**src/rtl/dmem_arb_pkg.sv**
```systemverilog
// Shared definitions for the data-memory arbiter.
//   - arb_state_e : access sequencer state (idle, busy with wait states, done/ack)
//   - PORT_PIPE / PORT_AUX : requester indices (pipeline, loader/debug)
//   - Def* : default widths and wait-state count
package dmem_arb_pkg;

  typedef enum logic [1:0] {
    StIdle,
    StBusy,
    StDone
  } arb_state_e;

  localparam int unsigned PORT_PIPE = 0;
  localparam int unsigned PORT_AUX  = 1;

  localparam int unsigned DefAddrW      = 8;
  localparam int unsigned DefDataW      = 32;
  localparam int unsigned DefWaitCycles = 1;

  // Wait-state counter width; WAIT_CYCLES must fit (0..15).
  localparam int unsigned CntW = 4;

endpackage

```
**src/rtl/rr_arb2.sv**
```systemverilog
// Combinational two-way round-robin pick.
//   req_i    : request per port
//   last_i   : port granted most recently
//   winner_o : selected port (only meaningful when valid_o)
//   valid_o  : at least one request present
module rr_arb2 (
  input  logic [1:0] req_i,
  input  logic       last_i,
  output logic       winner_o,
  output logic       valid_o
);

  always_comb begin
    valid_o  = |req_i;
    winner_o = 1'b0;
    case (req_i)
      2'b01:   winner_o = 1'b0;
      2'b10:   winner_o = 1'b1;
      // Contention: the port that did not go last wins.
      2'b11:   winner_o = ~last_i;
      default: winner_o = 1'b0;
    endcase
  end

endmodule

```
**src/rtl/dmem_arbiter.sv**
```systemverilog
// Two-port arbiter and access sequencer for a single-port data memory.
// Port 0 is the pipeline memory stage, port 1 the loader/debug requester.
// Each access spends WAIT_CYCLES+1 cycles driving the memory strobes, then
// returns a one-cycle ack with registered read data.
//   clk_i, rst_ni            : clock, asynchronous active-low reset
//   req_i, we_i              : per-port request / write enable
//   addr0_i, addr1_i         : per-port word address
//   wdata0_i, wdata1_i       : per-port write data
//   ack_o                    : one-cycle completion pulse per port
//   rdata_o                  : read data, held until the next read completes
//   stall_o                  : pipeline hold while port 0 is outstanding
//   mem_read_o, mem_write_o  : memory strobes (never both high)
//   mem_addr_o, mem_wdata_o  : memory address / write data
//   mem_rdata_i              : combinational memory read data
module dmem_arbiter
  import dmem_arb_pkg::*;
#(
  parameter int unsigned ADDR_W      = DefAddrW,
  parameter int unsigned DATA_W      = DefDataW,
  parameter int unsigned WAIT_CYCLES = DefWaitCycles
) (
  input  logic              clk_i,
  input  logic              rst_ni,
  input  logic [1:0]        req_i,
  input  logic [1:0]        we_i,
  input  logic [ADDR_W-1:0] addr0_i,
  input  logic [ADDR_W-1:0] addr1_i,
  input  logic [DATA_W-1:0] wdata0_i,
  input  logic [DATA_W-1:0] wdata1_i,
  output logic [1:0]        ack_o,
  output logic [DATA_W-1:0] rdata_o,
  output logic              stall_o,
  output logic              mem_read_o,
  output logic              mem_write_o,
  output logic [ADDR_W-1:0] mem_addr_o,
  output logic [DATA_W-1:0] mem_wdata_o,
  input  logic [DATA_W-1:0] mem_rdata_i
);

  localparam logic [CntW-1:0] WaitCnt = CntW'(WAIT_CYCLES);

  arb_state_e        state_q;
  logic              owner_q;
  logic              last_q;
  logic [CntW-1:0]   cnt_q;
  logic              we_l_q;
  logic [ADDR_W-1:0] mem_addr_q;
  logic [DATA_W-1:0] mem_wdata_q;
  logic [DATA_W-1:0] rdata_q;
  logic [1:0]        ack_q;
  logic              mem_read_q;
  logic              mem_write_q;

  logic              winner;
  logic              grant_valid;
  logic              sel_we;
  logic [ADDR_W-1:0] sel_addr;
  logic [DATA_W-1:0] sel_wdata;

  rr_arb2 u_rr_arb2 (
    .req_i    (req_i),
    .last_i   (last_q),
    .winner_o (winner),
    .valid_o  (grant_valid)
  );

  // Request fields of the port that wins this cycle.
  always_comb begin
    sel_we    = we_i[winner];
    sel_addr  = addr0_i;
    sel_wdata = wdata0_i;
    if (winner == 1'(PORT_AUX)) begin
      sel_addr  = addr1_i;
      sel_wdata = wdata1_i;
    end
  end

  // Strobes and ack are registered so they switch exactly on state entry.
  always_ff @(posedge clk_i or negedge rst_ni) begin
    if (!rst_ni) begin
      state_q     <= StIdle;
      owner_q     <= 1'b0;
      last_q      <= 1'b1;
      cnt_q       <= '0;
      we_l_q      <= 1'b0;
      mem_addr_q  <= '0;
      mem_wdata_q <= '0;
      rdata_q     <= '0;
      ack_q       <= 2'b00;
      mem_read_q  <= 1'b0;
      mem_write_q <= 1'b0;
    end else begin
      unique case (state_q)
        StIdle: begin
          if (grant_valid) begin
            state_q     <= StBusy;
            owner_q     <= winner;
            last_q      <= winner;
            cnt_q       <= '0;
            we_l_q      <= sel_we;
            mem_addr_q  <= sel_addr;
            mem_wdata_q <= sel_wdata;
            mem_read_q  <= ~sel_we;
            mem_write_q <= sel_we;
          end
        end
        StBusy: begin
          if (cnt_q == WaitCnt) begin
            // Last busy edge: the memory commits a write / presents read data.
            if (!we_l_q) begin
              rdata_q <= mem_rdata_i;
            end
            mem_read_q  <= 1'b0;
            mem_write_q <= 1'b0;
            ack_q       <= owner_q ? 2'b10 : 2'b01;
            state_q     <= StDone;
          end else begin
            cnt_q <= cnt_q + 1'b1;
          end
        end
        StDone: begin
          ack_q   <= 2'b00;
          state_q <= StIdle;
        end
        default: begin
          state_q <= StIdle;
        end
      endcase
    end
  end

  assign ack_o       = ack_q;
  assign rdata_o     = rdata_q;
  assign mem_read_o  = mem_read_q;
  assign mem_write_o = mem_write_q;
  assign mem_addr_o  = mem_addr_q;
  assign mem_wdata_o = mem_wdata_q;

  // Combinational so the pipeline freezes in the same cycle it requests.
  assign stall_o = req_i[PORT_PIPE] & ~ack_q[PORT_PIPE];

endmodule

```
**config.mk**
```make
export PLATFORM = sky130hd
export DESIGN_NAME = dmem_arbiter
export DESIGN_NICKNAME = d
export VERILOG_FILES = /design/src/rtl/dmem_arb_pkg.sv /design/src/rtl/rr_arb2.sv /design/src/rtl/dmem_arbiter.sv
export SDC_FILE = /design/constraint.sdc
export NUM_CORES = 1
export LEC_CHECK = 0
export BUFFER_PORTS_ARGS = -buffer_cell sky130_fd_sc_hd__buf_4
export CORE_MARGIN = 5
export CORE_UTILIZATION = 26
export DETAILED_ROUTE_END_ITERATION = 16
export PLACE_DENSITY = 0.55
export SLEW_MARGIN = 10
export SYNTH_ARGS = -nofsm -noshare
export SYNTH_HDL_FRONTEND = slang
export SYNTH_SLANG_ARGS = --single-unit
```
**constraint.sdc**
```tcl
create_clock -name clk_i -period 2.3 [get_ports clk_i]
set_clock_uncertainty 0.05 [all_clocks]
set_input_delay 0.345 -clock clk_i [delete_from_list [all_inputs] [get_ports clk_i]]
set_output_delay 0.345 -clock clk_i [all_outputs]
set_load 0.05 [all_outputs]
```
==> metrics.txt <==
sum of negative setup slack 0 ns; Post-DRT Antenna Nets 0; CP Max Fanout 16; pre-CTS setup slack around 0.08 ns; crit end category flip-flop; HPWL reported at the end of detailed placement around 7400 um; number of buffers on the longest clock path 2; mean cell area of the mapped netlist about 15 sq um; RSZ-0062 raised after global routing false; Final Routed Wirelength between 9000 and 10000 um; source of the critical timing path cnt_q[1]$_DFFE_PN0P_; leakage approximately 0.0029 uW; final count of negative-setup-slack endpoints 0; depth of the most critical reg-to-reg path 5; power density relative to cell area roughly 1700 nW/um^2; Core Area 15100 sq um; cell family with the largest share of critical-path delay simple AND/OR/NAND/NOR gates; cell count after synthesis around 260; # port buffers between 150 and 200; capture point of the worst reg-to-reg path rdata_o[14]$_DFFE_PN0P_; summed instance area of the synthesized netlist 3960 sq um; IO Count between 150 and 200; max-slew violations 0; first-pass GRT wire length approximately 16000 um; CTS tree done; final critical delay including setup and external delays about 2.1 ns; initial antenna violation count 0; aggregate global routing overflow 0; Die Y ~130 um; synth unique cells 32; synthesis-stage register bit count between 80 and 90; Largest stage delay, worst path ~0.55 ns; Root Buffer Master clkbuf_16; Final Wtd Congestion between 0.7 and 0.8; Clock Latency Late Sink roughly 0.34 ns; first-pass iteration count of the detailed router 4; number of buffers inserted during clock tree synthesis 9; number of max-cap violations 0; Syn Nets about 380; Crit Path Class flip-flop to flip-flop; Detailed Route Iter0 Violations between 100 and 150; number of vias in the routed layout around 2.8k; DRC errors left 0; CTS clock-pin slew for the worst setup and hold paths around 0.07 ns; Clock Sink Count 85; number of buffers and inverters on the critical path 1; Layout Area Growth over Synthesis 51.6%; post-route clock period utilization 93.3%; Vias per Instance about 4.3; CP Launch Type flip-flop; Tightest Pin Transition 0.520 ns; final hold viol count 0; FMAX about 470 MHz; source of the worst register-to-register timing path cnt_q[1]$_DFFE_PN0P_; global router's overall resource usage around 11%; Worst Hold Margin 0.184 ns; maximum ir drop on the vdd rail about 0.8 mV; starting density of the core 26.2%; master of the slowest instance on the critical path or3_4; Cell Chain, Critical Path inv_1 -> ha_1 -> or3b_1 -> or3_4 -> mux2_4; Final WS setup 0.154 ns; termination of the worst setup path rdata_o[14]$_DFFE_PN0P_; fraction of layout cells with a size suffix above 1 around 72%; arrival time reported for the critical path endpoint about 2.3 ns; required time of the worst setup path 2.47 ns; worst min-delay path category primary input to flip-flop; floorplan die width roughly 130 um; part of the Yosys area used for sequential elements between 50% and 60%; Total Die Area 17800 sq um; pin count of the biggest net entering global routing 47; stages on the worst setup path 5; outcome finished clean; Reg2Reg Setup Slack between 0.15 and 0.2 ns; Antenna Diode Count 0; post-CTS setup-driven buffer insertion count 0; mean routed wirelength per cell ~15 um; number of rows created at floorplan 45; H-tree depth reported by CTS 3; normalized max-slew margin 65.4%; Final Net Count just under 600; number of global-route vias before repair ~3.1k; Yosys warning count 0
[kinds of logic (layout without fill, tap and decap cells)]
group,Yosys count,in the layout,share of synthesized area [%]
buffers and inverters,22,224,3.79
adders and majority gates,2,2,0.632
DFF,85,85,53.8
muxes,119,119,36.5
AOI/OAI and AO/OA,18,18,2.78
and+or+nand+nor,16,17,2.47
[sequential cells by signal, indices dropped and copies added (netlist names)]
| register | count |
|---|---|
| last_q | 1 |
| state_q | 2 |
| mem_wdata_o | 32 |
| we_l_q | 1 |
| ack_o | 2 |
| mem_write_o | 1 |
| owner_q | 1 |
| mem_read_o | 1 |
| cnt_q | 4 |
| rdata_o | 32 |
| mem_addr_o | 8 |
[synth_stat cells]
library cell / count / area share [%]
or4_2: 1 / 0.22
buf_6: 2 / 0.57
nor3b_1: 1 / 0.19
mux2_2: 84 / 24
buf_1: 2 / 0.19
a22oi_1: 1 / 0.19
or3b_1: 1 / 0.22
or3_4: 1 / 0.28
ha_1: 2 / 0.63
o2bb2ai_1: 1 / 0.22
buf_12: 3 / 1.5
or3_1: 1 / 0.16
nor3_1: 2 / 0.25
a21boi_1: 1 / 0.19
a211oi_1: 1 / 0.19
inv_1: 6 / 0.57
nand3_1: 1 / 0.13
o21ai_0: 8 / 1.0
o31ai_1: 1 / 0.19
dfrtp_1: 84 / 53
dfstp_2: 1 / 0.66
mux2i_1: 5 / 1.3
nand2_1: 1 / 0.095
nor2b_1: 2 / 0.32
clkbuf_1: 6 / 0.57
nor2_1: 4 / 0.38
mux2_4: 30 / 11
or2b_2: 1 / 0.22
a2bb2oi_1: 1 / 0.22
buf_2: 3 / 0.38
a21oi_1: 2 / 0.25
o22ai_1: 2 / 0.32
[worst min-delay path by stage]
stage	startpoint	endpoint	slack (ns)	cells after the start
floorplan	rst_ni	ack_o[0]$_DFFE_PN0P_	-0.0006	0
global placement	rst_ni	mem_wdata_o[27]$_DFFE_PN0P_	0.30	1
detailed placement	rst_ni	mem_addr_o[0]$_DFFE_PN0P_	0.31	1
CTS	mem_rdata_i[12]	rdata_o[12]$_DFFE_PN0P_	0.16	2
global route	mem_rdata_i[5]	rdata_o[5]$_DFFE_PN0P_	0.17	2
finish	mem_rdata_i[12]	rdata_o[12]$_DFFE_PN0P_	0.18	2
[power breakdown]
group | internal, uW | switching, uW
Combinational | 2270 | 3550
Sequential | 2280 | 466
Clock | 1100 | 597
Total | 5650 | 4610
[routing by layer]
layer	GRT usage, %	routed length (um)	share of wire [%]
met2	18.8	5050	51
met5	0	0	0
met1	12.7	3920	40
met3	3.36	709	7.2
met4	4.46	133	1.4
[through the flow]
stage / total power [uW] / instance area, sq um / util, % / instances
floorplan: 6910 / 3960 / - / 262
global placement: 8550 / 5630 / 37.3 / 635
detailed placement: 8630 / 5630 / 37.3 / 635
CTS: 10400 / 5990 / 39.7 / 652
global route: 10800 / 6000 / 39.8 / 653
finish: 10300 / 6000 / 39.8 / 653
[final cells by class]
cell class | count | area, sq um
timing repair buffer | 202 | 1560
clock buffer | 11 | 243
sequential | 85 | 2130
fill | 1446 | 9090
clock inverter | 5 | 108
multi-input combinational | 156 | 1710
inverter | 6 | 22.5
tap | 188 | 235
[layout by cell type, fill, tap and decap left out, drive strengths merged]
cell	n
buf	201
mux2	114
dfrtp	84
clkbuf	11
o21ai	8
inv	6
mux2i	5
nor2	4
bufinv	3
or3	3
nor2b	2
a21oi	2
o22ai	2
ha	2
clkinv	2
nor3	2
or3b	1
or2b	1
nor3b	1
or4	1
a22oi	1
a211oi	1
a21boi	1
nand3	1
nand2	1
a2bb2oi	1
o31ai	1
o2bb2ai	1
dlygate4sd3	1
dfstp	1
[what timing repair did]
| item | 4_1_cts | 5_1_grt |
|---|---|---|
| endpoints found under the setup margin | 0 | 32 |
| hold buffers | 1 | 0 |
| endpoints found under the hold margin | 39 | 0 |
| gates resized for setup | 0 | 1 |
Note: power is estimated with default switching activity, not from simulation.
